==> src/rtl/alu_seq_pkg.sv <==
// Shared definitions for the nibble-serial 74181 controller: FSM state
// encoding, the 74181 function-select codes used by the microcode, and the
// legal range of the nibble count.
package alu_seq_pkg;

  typedef enum logic [1:0] {
    ST_IDLE = 2'd0,
    ST_RUN  = 2'd1,
    ST_DONE = 2'd2
  } state_t;

  // 74181 select codes; S_SUB and S_XOR share a code, the mode bit tells them apart
  localparam logic [3:0] S_ADD = 4'b1001;
  localparam logic [3:0] S_SUB = 4'b0110;
  localparam logic [3:0] S_XOR = 4'b0110;
  localparam logic [3:0] S_AND = 4'b1011;
  localparam logic [3:0] S_OR  = 4'b1110;

  localparam int NIBBLES_MIN = 2;
  localparam int NIBBLES_MAX = 8;

  function automatic bit nibbles_legal(input int n);
    return (n >= NIBBLES_MIN) && (n <= NIBBLES_MAX);
  endfunction

endpackage

==> src/rtl/alu_nibble_seq.sv <==
// Nibble-serial controller for one external 74181 slice. Latches wide
// operands on start, feeds one nibble per cycle to the slice, ripples the
// slice carry into the next nibble and assembles the wide result.
// Optional feature: define ALU_SEQ_ZERO_EN to add a registered 'zero' flag.
module alu_nibble_seq
  import alu_seq_pkg::*;
#(
  parameter int NIBBLES = 4
) (
  input  logic                   clk,
  input  logic                   rst_,
  input  logic                   start,
  input  logic [3:0]             op_s,
  input  logic                   op_m,
  input  logic                   cin_,
  input  logic [4*NIBBLES-1:0]   opa,
  input  logic [4*NIBBLES-1:0]   opb,
  output logic                   busy,
  output logic                   done,
  output logic [4*NIBBLES-1:0]   result,
  output logic                   cout_,
  output logic                   aeqb_all,
  output logic [3:0]             alu_a,
  output logic [3:0]             alu_b,
  output logic [3:0]             alu_s,
  output logic                   alu_m,
  output logic                   alu_cn_,
  input  logic [3:0]             alu_f,
  input  logic                   alu_cn4_,
  input  logic                   alu_aeqb
`ifdef ALU_SEQ_ZERO_EN
  ,
  output logic                   zero
`endif
);

  localparam int CW = $clog2(NIBBLES);
  localparam logic [CW-1:0] LAST = CW'(NIBBLES - 1);

  generate
    if (!nibbles_legal(NIBBLES)) begin : g_bad_nibbles
      $error("alu_nibble_seq: NIBBLES must be in 2..8");
    end
  endgenerate

  state_t                  r_state;
  state_t                  w_state_next;
  logic [NIBBLES-1:0][3:0] r_opa;
  logic [NIBBLES-1:0][3:0] r_opb;
  logic [NIBBLES-1:0][3:0] r_result;
  logic [NIBBLES-1:0][3:0] w_result_next;
  logic [3:0]              r_s;
  logic                    r_m;
  logic                    r_carry;
  logic                    r_aeq;
  logic                    r_cout;
  logic                    r_aeqb_all;
  logic [CW-1:0]           r_cnt;
  logic                    w_load;
  logic                    w_capture;
  logic                    w_last;

  assign w_last = (r_cnt == LAST);

  // FSM state register
  always_ff @(posedge clk or negedge rst_) begin
    if (!rst_) r_state <= ST_IDLE;
    else       r_state <= w_state_next;
  end

  // Next state plus load/capture strobes; start is only honoured outside RUN
  always_comb begin
    w_state_next = r_state;
    w_load       = 1'b0;
    w_capture    = 1'b0;
    case (r_state)
      ST_IDLE: begin
        if (start) begin
          w_load       = 1'b1;
          w_state_next = ST_RUN;
        end
      end
      ST_RUN: begin
        w_capture = 1'b1;
        if (w_last) w_state_next = ST_DONE;
      end
      ST_DONE: begin
        if (start) begin
          w_load       = 1'b1;
          w_state_next = ST_RUN;
        end else begin
          w_state_next = ST_IDLE;
        end
      end
      default: w_state_next = ST_IDLE;
    endcase
  end

  // Result with the current slice output merged into the active nibble
  always_comb begin
    w_result_next        = r_result;
    w_result_next[r_cnt] = alu_f;
  end

  // Operand latch, carry ripple, A=B accumulation and final flags
  always_ff @(posedge clk or negedge rst_) begin
    if (!rst_) begin
      r_opa      <= '0;
      r_opb      <= '0;
      r_result   <= '0;
      r_s        <= 4'h0;
      r_m        <= 1'b1;
      r_carry    <= 1'b1;
      r_aeq      <= 1'b0;
      r_cout     <= 1'b1;
      r_aeqb_all <= 1'b0;
      r_cnt      <= '0;
    end else if (w_load) begin
      r_opa   <= opa;
      r_opb   <= opb;
      r_s     <= op_s;
      r_m     <= op_m;
      r_carry <= cin_;
      r_aeq   <= 1'b1;
      r_cnt   <= '0;
    end else if (w_capture) begin
      r_result <= w_result_next;
      r_carry  <= alu_cn4_;
      r_aeq    <= r_aeq & alu_aeqb;
      if (w_last) begin
        r_cout     <= r_m ? 1'b1 : alu_cn4_;
        r_aeqb_all <= r_aeq & alu_aeqb;
      end else begin
        r_cnt <= r_cnt + 1'b1;
      end
    end
  end

`ifdef ALU_SEQ_ZERO_EN
  logic r_zero;

  // Zero flag is updated together with the final nibble capture
  always_ff @(posedge clk or negedge rst_) begin
    if (!rst_)                r_zero <= 1'b0;
    else if (w_capture && w_last) r_zero <= (w_result_next == '0);
  end

  assign zero = r_zero;
`endif

  assign busy     = (r_state == ST_RUN);
  assign done     = (r_state == ST_DONE);
  assign result   = r_result;
  assign cout_    = r_cout;
  assign aeqb_all = r_aeqb_all;
  assign alu_a    = r_opa[r_cnt];
  assign alu_b    = r_opb[r_cnt];
  assign alu_s    = r_s;
  assign alu_m    = r_m;
  assign alu_cn_  = (r_state == ST_RUN) ? r_carry : 1'b1;

endmodule

==> config.mk <==
export PLATFORM = sky130hd
export DESIGN_NAME = alu_nibble_seq
export DESIGN_NICKNAME = d
export VERILOG_FILES = /design/src/rtl/alu_seq_pkg.sv /design/src/rtl/alu_nibble_seq.sv
export SDC_FILE = /design/constraint.sdc
export NUM_CORES = 1
export LEC_CHECK = 0
export CORE_ASPECT_RATIO = 0.5
export CORE_MARGIN = 8
export CORE_UTILIZATION = 52
export CTS_BUF_LIST = sky130_fd_sc_hd__clkbuf_2 sky130_fd_sc_hd__clkbuf_4 sky130_fd_sc_hd__clkbuf_8
export DETAILED_ROUTE_END_ITERATION = 7
export PLACE_DENSITY = 0.95
export REMOVE_ABC_BUFFERS = 1
export SLEW_MARGIN = 20
export SYNTH_ARGS = -nofsm -noshare
export SYNTH_HDL_FRONTEND = slang
export SYNTH_SLANG_ARGS = --single-unit
==> constraint.sdc <==
create_clock -name clk -period 4.76 [get_ports clk]
set_clock_uncertainty 0.2 [all_clocks]
set_input_delay 0.476 -clock clk [delete_from_list [all_inputs] [get_ports clk]]
set_output_delay 0.476 -clock clk [all_outputs]
set_load 0.005 [all_outputs]
# Word-level counts from Yosys, hierarchy flattened
# Index checks and enable logic that the tools add are counted.
totals:
  out_inout_bits: 34
  word_cells: 62
  inputBits: 47
  reg_bits: 61
classes:
  eq_ne: 6
  bitwise_logic: 2
  addsub: 1
  muxes: 23
  n_reduce_logical: 8
  order_cmp: 2
op_table:
  columns: ["op", "count"]
  rows:
  - ["binary-select mux 4 bit (select 2 bit)", 2]
  - ["bitwise mux 16 bit", 1]
  - ["2-to-1 mux 4 bit", 3]
  - ["2-to-1 mux 1 bit", 10]
  - ["2-to-1 mux 2 bit", 5]
  - ["demux 4 bit (select 2 bit)", 1]
  - ["case mux 2 bit (3 select lines)", 1]
  - ["AND reduction 2 bit", 3]
  - ["equality test 2 bit, second input constant", 2]
  - ["inequality test 2 bit, second input constant", 2]
  - ["< comparator 2 x 3 -> 1 bit, second input constant", 1]
  - ["AND reduction 3 bit", 1]
  - ["adder 2 x 1 -> 2 bit, second input constant", 1]
  - ["equality test 2 x 1 -> 1 bit, second input constant", 1]
  - ["greater-or-equal comparator 2 x 1 -> 1 bit, second input constant", 1]
  - ["logical NOT 2 bit", 1]
  - ["inequality test 2 x 1 -> 1 bit, second input constant", 1]
  - ["nonzero test 2 bit", 1]
  - ["OR reduction 2 bit", 1]
  - ["AND 1 bit", 1]
  - ["logical AND 1 bit", 1]
  - ["NOT 1 bit", 1]

# Logic depth before layout (Yosys ltp)
depth:
  ltp_word: 5
  mapped_depth: 5
  depth_no_buf: 4

# Worst setup path after synthesis
# OpenSTA, ideal clock, no wires.
synth_timing:
  path_type: "reg-to-output"
  startpoint: "reg r_cnt[0]"
  endpoint: "out alu_a[0]"
  path_buffers: 1
  t_arrival_ns: 1.163
  path_stages_with_launch: 3
  required_time_ns: 4.084
  setup_slack_ns: 2.921
  cell_sequence: "dfrtp_1 > buf_2 > mux4_2"
synth_between:
  elab_chain_cells: 2
synth_lines:
  columns: ["item", "line_no", "source"]
  rows:
  - ["start: declaration", "alu_nibble_seq.sv:58", "logic [CW-1:0] r_cnt;"]
  - ["start signal: assignment", "alu_nibble_seq.sv:134", "r_cnt <= r_cnt + 1'b1;"]
  - ["binary-select mux 4 bit (select 2 bit)", "alu_nibble_seq.sv:156", "assign alu_a = r_opa[r_cnt];"]
  - ["2-to-1 mux 4 bit (not written as such)", "alu_nibble_seq.sv:156", null]
  - ["end: declaration", "alu_nibble_seq.sv:23", "output logic [3:0] alu_a,"]
# Every way passes these cells. The select of a mux whose other input is x is not followed.

# Final worst setup path
layout_timing:
  startpoint: "reg r_cnt[0]"
  endpoint: "out alu_b[0]"
layout_between:
  elab_chain_cells: 2
layout_lines:
  columns: ["item", "line_no", "source"]
  rows:
  - ["binary-select mux 4 bit (select 2 bit)", "alu_nibble_seq.sv:157", "assign alu_b = r_opb[r_cnt];"]
  - ["2-to-1 mux 4 bit (not written as such)", "alu_nibble_seq.sv:157", null]
  - ["end: declaration", "alu_nibble_seq.sv:24", "output logic [3:0] alu_b,"]
# Every way passes these cells. The select of a mux whose other input is x is not followed.

==> results.md <==
* Outcome: finished clean
* Final worst path period need at just under 3 ns
* Vias in the first global route at about 1900
* Commonest non-fill, non-tap cells in the layout: clkdlybuf4s50_1, dfrtp_1, mux2_2
* Ordered cell list for the critical path: mux4_2 > clkdlybuf4s50_1
* Worst-case headroom to the max-slew limit at between 30% and 40%
* Internal cell power at about 1700 uW
* Largest net degree at the start of global routing at 62
* Antenna Violating Nets Remaining at 0
* Avg WL per Cell at between 15 and 20 microns
* Std cell rows at 18
* Hold_buf cts at 0
* Post-cts gate resize count at 0
* Diodes inserted at 0
* Maximum clock frequency at 345.7 MHz
* Worst EP arrival at 2.22 ns
* Final setup violation count at 0
* Critical path data required time at roughly 4.1 ns
* Kind of launch point of the worst setup path: flop
* Register share of total power at 41.8%
* Switching Share at between 20 and 30%
* IO buf count at 80
* Number of standard cells in the final layout excluding fillers at 325
* H-tree level count at 3
* Top Ports at 81
* Layout Nets at 301
* Via-to-Cell Ratio at 5.126
* Inserted Clock Buffers at 9
* Most frequent standard cell in the layout excluding fill and tap cells: clkdlybuf4s50_1
* Max FO, Critical Path at 13
* Number of setup buffers added after CTS at 0
* Slew Viols, Final at 0
* Biggest cell delay along the critical path at 0.80 ns
* Y dimension of the die at 66.28 microns
* Die Outline Area at 7724 sq um
* Share of post-route cells with drive strength above 1 at 25.49%
* Die X at 116.6 microns
* Cell at the slowest stage of the critical path: dfrtp_1
* Routed vias at about 1700
* Setup TNS at 0 ns
* Endpoint class of the critical path: output port
* Period utilisation layout at 60.78%
* Residual overflow from global routing at 0
* Hold crit path type: in2async
* Static Leak at 0.001525 uW
* Remaining DRCs at 0
* Global-route wire length before repair at 9.853 mm
* Post-synthesis instance area at 2629 sq um
* Area of the core at between 4000 and 5000 sq um
* Post-DP HPWL at around 4.1 mm
* Fraction of power consumed by combinational cells at approximately two fifths
* Count of buffer and inverter cells on the critical path at 1
* Total of flip-flops plus latches after synthesis at 61
* Classification of the worst setup path: reg2out
* Transition time at the pin with the least slew margin at 1.047 ns
* Worst vdd rail ir drop at about 390 uV
* Starting utilization of the core area at 53.79%
* Post-Route WL at 5.951 mm
* Layout area overhead at 38.36%
* Net Sw Power at 698.3 uW
* Power Dens Cells at 650.4 nW/um^2
* Worst-Skew Late Latency at 0.33 ns
* Synthesized instance count at 166
* CTS tree: done
* Sequential element share of the synthesized area at roughly three fifths
* Number of clock sinks at 61
* Gp weighted congestion at 0.7281
* Fin. Hold Viols at 0
* Share of power burned in the clock network at 16.5%
* Top Family by Delay on Critical Path: flip-flops
* Count of max-cap constraint violations at 0
* Unrepaired setup endpoints after global routing: no
* Number of detailed-routing iterations run before antenna repair at 4
* GR Util All Layers at 17.01%
* Number of antenna violations at the first check in global routing at 0
* DRT iter0 DRCs at 100
* Placed cell count at around 310
* Root Buffer: clkbuf_8
* Unique cell type count in the Yosys netlist at 26
* Avg Synthesized Cell Area at 15.84 sq um
* Synth warnings at 0
* Clk buf depth at 2
* Clock transition at path regs at 0.06 ns
-- registers in the layout, indices dropped and copies added (netlist names) --
name / flops
r_opa: 16
r_opb: 16
result: 16
alu_s: 4
r_cnt: 2
r_state: 2
aeqb_all: 1
alu_m: 1
cout_: 1
r_aeq: 1
r_carry: 1
-- through the flow --
stage,hold WS [ns],setup slack (ns),total power (uW),utilization [%],cell area (sq um)
floorplan,-0.01959,1.739,1439,-,2572
global placement,0.2598,2.138,1926,71.02,3471
detailed placement,0.2707,2.060,1984,71.02,3471
global route,0.1412,1.761,2520,74.42,3637
finish,0.08900,1.867,2366,74.42,3637
CTS,0.1069,1.840,2394,74.42,3637
-- cells by family (layout without fill, tap and decap cells) --
kind of cell | count (synthesis) | count (layout) | share of synthesized area, %
AOI/OAI and AO/OA | 6 | 6 | 1.570
and+or+nand+nor | 16 | 16 | 3.998
muxes | 66 | 66 | 31.46
adders and majority gates | 4 | 4 | 1.904
DFF | 61 | 61 | 58.21
buffers and inverters | 13 | 102 | 2.855
-- routing by layer --
layer | wire length, microns | track usage, % | share of wire (%)
met5 | 0 | 0 | 0
met3 | 339 | 6.922 | 5.7
met2 | 3224 | 30.38 | 54
met4 | 80 | 5.687 | 1.3
met1 | 2307 | 18.19 | 39
-- worst reg2reg max path, stage by stage (launching register included) --
cell	delay, ns
dfrtp_1	0.58
nor2b_4	0.90
mux2_2	0.45
-- power groups by stage --
stage	clock, uW	sequential (uW)	combinational [uW]
after global placement	0	968	958
after global routing	430	1030	1060
after detailed placement	0	993	992
after CTS	399	990	1010
final	389	990	987
after floorplan	0	944	496
-- Yosys cell counts --
cell type  instances  area share, %
mux2i_1            5            1.9
dfstp_2            3            3.0
dfrtp_1           58             55
ha_1               4            1.9
nor2_1             3           0.43
or4b_1             1           0.38
mux2_1            19            8.1
nor2b_1            3           0.71
o311ai_1           1           0.33
buf_6              2           0.86
nand2_1            1           0.14
nand2b_1           1           0.24
clkbuf_1           1           0.14
o21ai_0            1           0.19
mux4_2             8            6.9
a21o_1             1           0.29
nand3_1            1           0.19
nand3b_1           4            1.1
buf_2              3           0.57
or3b_2             1           0.33
buf_4              2           0.57
mux2_2            34             15
or4bb_1            1           0.43
a21oi_1            1           0.19
o211ai_1           2           0.57
inv_1              5           0.71
-- final timing paths --
check	startpoint	to	depth (start not counted)	slack [ns]
setup / recovery	r_cnt[0]$_DFFE_PN0P_	alu_b[0]	2	1.87
hold / removal	rst_	result[7]$_DFFE_PN0P_	2	0.09
setup reg to reg	r_state[0]$_DFFE_PN0P_	r_opb[12]$_DFFE_PN0P_	2	2.52
hold reg to reg	cout_$_DFFE_PN1P_	cout_$_DFFE_PN1P_	2	0.28
max in group asynchronous	rst_	r_opa[7]$_DFFE_PN0P_	2	3.79
min in group clk	cout_$_DFFE_PN1P_	cout_$_DFFE_PN1P_	2	0.28
-- area by class of cell --
cell class	instances	area (sq um)
fillers	307	1250
clock buffers	11	138.9
repair buffers	81	803.3
well taps	70	87.58
inverters	5	18.77
clock inverters	5	27.53
multi-input cells	92	1031
flip-flops and latches	61	1530
Note: power is estimated with default switching activity, not from simulation.
